## src/rtl/pll_sup_pkg.sv

```systemverilog
// pll_sup_pkg: state encoding and counter sizing shared by the PLL lock supervisor.
package pll_sup_pkg;
    typedef enum logic [1:0] {
        PLL_RST   = 2'd0,
        WAIT_LOCK = 2'd1,
        STABLE    = 2'd2,
        RUN       = 2'd3
    } state_t;

    function automatic int cnt_w(input int a, input int b, input int c);
        int m;
        m = (a > b) ? a : b;
        m = (m > c) ? m : c;
        return (m < 2) ? 1 : $clog2(m);
    endfunction
endpackage

```

## src/rtl/pll_lock_supervisor_sync_bit.sv

```systemverilog
// sync_bit: STAGES-deep flop chain bringing one asynchronous bit into the clk domain.
module sync_bit #(
    parameter int STAGES = 2
) (
    input  logic clk,
    input  logic rst_n,
    input  logic d_i,
    output logic q_o
);
    logic [STAGES-1:0] sync_q, sync_d;

    always_comb sync_d = {sync_q[STAGES-2:0], d_i};

    always_ff @(posedge clk or negedge rst_n) begin
        if (!rst_n) sync_q <= '0;
        else        sync_q <= sync_d;
    end

    assign q_o = sync_q[STAGES-1];
endmodule

```

## src/rtl/pll_lock_supervisor.sv

```systemverilog
// pll_lock_supervisor: resets the PLL, qualifies its lock and gates the downstream reset.
// Define PLL_LOCK_LOSS_COUNT_EN to add the saturating lock-loss counter output.
module pll_lock_supervisor
    import pll_sup_pkg::*;
#(
    parameter int PLL_RST_CYCLES      = 16,
    parameter int LOCK_TIMEOUT_CYCLES = 50000,
    parameter int STABLE_CYCLES       = 1024,
    parameter int SYNC_STAGES         = 2,
    parameter int LOSS_CNT_W          = 8
) (
    input  logic       clk,
    input  logic       rst_n,
    input  logic       pll_lock_i,
    input  logic       soft_reset_i,
    output logic       pll_reset_o,
    output logic       sys_rst_n_o,
    output logic       ready_o,
    output logic       timeout_o,
    output logic [1:0] state_o
`ifdef PLL_LOCK_LOSS_COUNT_EN
    ,
    output logic [LOSS_CNT_W-1:0] loss_count_o
`endif
);
    localparam int CW = cnt_w(PLL_RST_CYCLES, LOCK_TIMEOUT_CYCLES, STABLE_CYCLES);

    state_t        state_q, state_d;
    logic [CW-1:0] cnt_q, cnt_d;
    logic          pll_reset_q, pll_reset_d;
    logic          sys_rst_n_q, sys_rst_n_d;
    logic          ready_q, ready_d;
    logic          timeout_q, timeout_d;
    logic          lock_s;

    sync_bit #(.STAGES(SYNC_STAGES)) u_lock_sync (
        .clk   (clk),
        .rst_n (rst_n),
        .d_i   (pll_lock_i),
        .q_o   (lock_s)
    );

    always_comb begin
        state_d   = state_q;
        timeout_d = 1'b0;
        if (soft_reset_i) begin
            state_d = PLL_RST;
        end else begin
            case (state_q)
                PLL_RST:
                    if (cnt_q == CW'(PLL_RST_CYCLES - 1)) state_d = WAIT_LOCK;
                WAIT_LOCK:
                    if (lock_s) state_d = STABLE;
                    else if (cnt_q == CW'(LOCK_TIMEOUT_CYCLES - 1)) begin
                        state_d   = PLL_RST;
                        timeout_d = 1'b1;
                    end
                STABLE:
                    if (!lock_s) state_d = WAIT_LOCK;
                    else if (cnt_q == CW'(STABLE_CYCLES - 1)) state_d = RUN;
                default:
                    if (!lock_s) state_d = PLL_RST;
            endcase
        end
        // RUN has no terminal count, so the counter idles at zero there
        cnt_d       = (soft_reset_i || state_d != state_q || state_q == RUN) ? '0 : cnt_q + 1'b1;
        pll_reset_d = state_d == PLL_RST;
        sys_rst_n_d = state_d == RUN;
        ready_d     = state_d == RUN;
    end

    always_ff @(posedge clk or negedge rst_n) begin
        if (!rst_n) begin
            state_q     <= PLL_RST;
            cnt_q       <= '0;
            pll_reset_q <= 1'b1;
            sys_rst_n_q <= 1'b0;
            ready_q     <= 1'b0;
            timeout_q   <= 1'b0;
        end else begin
            state_q     <= state_d;
            cnt_q       <= cnt_d;
            pll_reset_q <= pll_reset_d;
            sys_rst_n_q <= sys_rst_n_d;
            ready_q     <= ready_d;
            timeout_q   <= timeout_d;
        end
    end

    assign pll_reset_o = pll_reset_q;
    assign sys_rst_n_o = sys_rst_n_q;
    assign ready_o     = ready_q;
    assign timeout_o   = timeout_q;
    assign state_o     = state_q;

`ifdef PLL_LOCK_LOSS_COUNT_EN
    logic [LOSS_CNT_W-1:0] loss_q, loss_d;

    always_comb loss_d = (state_q == RUN && !lock_s && !soft_reset_i && !(&loss_q)) ? loss_q + 1'b1 : loss_q;

    always_ff @(posedge clk or negedge rst_n) begin
        if (!rst_n) loss_q <= '0;
        else        loss_q <= loss_d;
    end

    assign loss_count_o = loss_q;
`endif
endmodule

```

## config.mk

```make
export PLATFORM = sky130hd
export DESIGN_NAME = pll_lock_supervisor
export DESIGN_NICKNAME = d
export VERILOG_FILES = /design/src/rtl/pll_sup_pkg.sv /design/src/rtl/pll_lock_supervisor_sync_bit.sv /design/src/rtl/pll_lock_supervisor.sv
export SDC_FILE = /design/constraint.sdc
export NUM_CORES = 1
export LEC_CHECK = 0
export CAP_MARGIN = 20
export CORE_MARGIN = 10
export CORE_UTILIZATION = 60
export CTS_CLUSTER_DIAMETER = 150
export DETAILED_ROUTE_END_ITERATION = 16
export DONT_BUFFER_PORTS = 1
export PLACE_DENSITY = 0.76
export SETUP_SLACK_MARGIN = 0.2
export SLEW_MARGIN = 20
export SYNTH_ARGS = -nofsm -noshare
export SYNTH_HDL_FRONTEND = slang
export SYNTH_SLANG_ARGS = --single-unit
```

## constraint.sdc

```tcl
create_clock -name clk -period 4.3 [get_ports clk]
set_input_delay 0.86 -clock clk [delete_from_list [all_inputs] [get_ports clk]]
set_output_delay 0.86 -clock clk [all_outputs]
set_load 0.05 [all_outputs]
```

==> results.toml <==
[power_and_ir_drop]
power.leakage_nw = 0.518
vdd_ir_drop_max_uv = 240
power-per-cell-area_nw_per_um2 = 284

[finish]
layout-drive-gt1-share_pct = 11.2
fin_nets = 122
finalNonFillerCells = 141
antenna_cells = 0
syn_to_final_growth_pct = 4.56
fin_area_sq_um = 1180
fillers = 146
seq_area_sq_um = 577
multi_input_comb_area_sq_um = 531

[routing]
ant_nets = 0
num_vias = 797
routed_via_density = 5.65
drtPass1Iterations = 4
finalWirelength_microns = 2100
routedWlPerCell_microns = 14.9
drtIter0Drc = 20
drc = 0

[timing]
max_slew_margin_pct = 41.4
slew_violations = 0
max_freq_ghz = 0.449
final_hold_viol_count = 0
skew_ps = 4.17
setup_violations = 0
period_minus_slack_ps = 2230
fin_tns_setup_ps = 0
timing.final.crit_share_pct = 51.8
worst_pin_slew_ps = 879
rsz0062_at_grt = "false"

[clock_tree]
clock-root-buffer = "clkbuf_4"
cts_tree = "yes"
clock_path_buffers = 2
cts_sinks = 23
htree_num_levels = 1
cts_buffers = 3
ctsHoldBuffers = 0
cts.clk_slew.worst_paths_ps = 120
clk_latency_ps = 320
cts_setup_buffers = 0
ctsResizeCount = 0

[synthesis]
synth_edf_count = 0
netlist_area_sq_um = 1130
synth_top_area_cell = "dfrtp_1"
yosysWarnings = 0
ys_types = 32
synthArstFlopShare_pct = 100
synth_fp_nets = 118
seq_area_frac_synth_pct = 51.2
avgSynthCellArea_sq_um = 9.97
ys_ff_latch = 23
synth_cells = 113
synthTopCellsByArea = "dfrtp_1 (49%), nor2_1 (7.3%), xor2_1 (6.2%), xnor2_1 (4.7%), nand3_1 (3.1%)"
ys.flop_type = "dfrtp_1"
synth_top_area_share_pct = 48.9

[critical_path]
reg2reg_depth = 6
slowest_stage = "or4_4"
timing.rr.start = "cnt_q[0]"
cpPeakStageDelay_ps = 530
timing.critical_path.from = "cnt_q[0]"
start_kind = "register"
cp_data_arrival_time_ps = 2430
critPathMaxFanout = 5
cp_top_family = "simple AND/OR/NAND/NOR gates"
endpoint_kind = "register"
r2r-end = "cnt_q[4]"
reg2reg_setup_slack_ps = 2070
critPathBufInv = 1
crit_required_ps = 4500
path_class = "reg -> reg"
crit_chain = "ha_1 -> inv_1 -> or3_4 -> or4_4 -> a31oi_2 -> nor2_1"

[grt]
grt_max_degree = 24
grt_pass1_wl_microns = 3690
track_usage_pct = 11.6
grt_pass1_vias = 766
gr-total-overflow = 0
grt_antenna_before_repair = 0

[place]
hpwl_microns = 1570
dpl-instance-area_sq_um = 1150
dp.cells = 137
portBuffers = 0
gp_congestion = 0.828

[die]
io_pins = 10
core_area_sq_um = 1750
chipHeight_microns = 63.3
num_rows = 15
die_area_sq_um = 4010
die_w_microns = 63.3
start_util_pct = 64.5

[status]
status = "finished, final reports clean"

[hold_path]
hold_path_class = "in -> async"

[run]
max_cap_viol_count = 0
[state kept, by name, indices dropped and copies added, names as in the netlist]
signal and flops:
ready_o 1, pll_reset_o 1, u_lock_sync.sync_q 2, timeout_o 1, cnt_q 16, state_o 2
[cell usage in the layout, fill, tap and decap left out, drive strengths merged]
cell type  netlist  layout
nor2            22      22
dfrtp           22      22
nand2            8       8
xor2             8       8
nand3            7       7
xnor2            6       6
nor3             5       5
inv              3       3
and3             3       3
clkbuf           0       3
a31oi            3       3
nand4            2       2
a31o             2       2
and4             2       2
and2b            2       2
nor2b            2       2
or4              2       2
or3              2       2
a21boi           2       2
o21ai            1       1
nor3b            1       1
a21bo            1       1
a211oi           1       1
and3b            1       1
a21oi            1       1
and2             1       1
ha               1       1
clkinv           0       1
dfstp            1       1
[cell type report]
type / count / share of cell area [%]
multi-input combinational: 86 / 45.1
sequential: 23 / 49.0
tap: 25 / 2.66
inverter: 3 / 0.956
clock buffer: 3 / 1.91
clock inverter: 1 / 0.425
[power breakdown]
part           internal [mW]  switching [mW]  total (mW)
logic                0.00485         0.00641      0.0113
registers              0.220         0.00342       0.223
clock network         0.0349          0.0646      0.0994
total                  0.259          0.0744       0.334
[worst max path at each step]
stage                     endpoint  cells after the start
after global routing      cnt_q[9]                      5
final                     cnt_q[4]                      6
after detailed placement  cnt_q[9]                      6
after CTS                 cnt_q[3]                      6
after global placement    cnt_q[9]                      6
after floorplan           cnt_q[3]                      6
[synthesized netlist by cell type, types with 2 or more instances]
master / count
a31o_2: 2
nand3_1: 7
inv_1: 3
a31oi_1: 2
xnor2_1: 6
nand2_1: 8
xor2_1: 8
and3_1: 3
nor3_1: 5
and4_1: 2
nor2b_1: 2
nand4_1: 2
dfrtp_1: 22
nor2_1: 22
and2b_2: 2
[cell families (layout without fill, tap and decap cells)]
group           after synthesis  count (layout)  synth area share, %
compound gates               11              11                 7.56
xor+xnor                     14              14                 10.9
fa+ha+maj                     1               1                 1.11
buf+inv                       4               7                 1.67
flops                        23              23                 51.2
simple gates                 60              60                 27.6
[through the flow]
| step | hold slack, ps | power, mW | setup WS [ps] | utilization [%] |
|---|---|---|---|---|
| floorplan | 331 | 0.235 | 2330 | - |
| global placement | 333 | 0.238 | 2130 | 65.9 |
| detailed placement | 335 | 0.239 | 2100 | 65.9 |
| CTS | 198 | 0.339 | 2070 | 67.5 |
| global route | 180 | 0.352 | 1940 | 67.5 |
| finish | 215 | 0.334 | 2070 | 67.5 |
[layer usage]
metal  vias to the layer above  track usage [%]  share of wire [%]
met5                         -                0                  0
met4                         0             4.92                1.8
met3                         5             6.01                7.1
met2                        21             16.0                 44
met1                       370             14.6                 47
li1                        401                -                  -
[worst reg2reg max path: stages (launching register included)]
cell and delay [ps]:
dfrtp_1 430, ha_1 260, inv_1 60, or3_4 420, or4_4 530, a31oi_2 310, nor2_1 90
No activity file was read; power rests on OpenSTA's default activity.
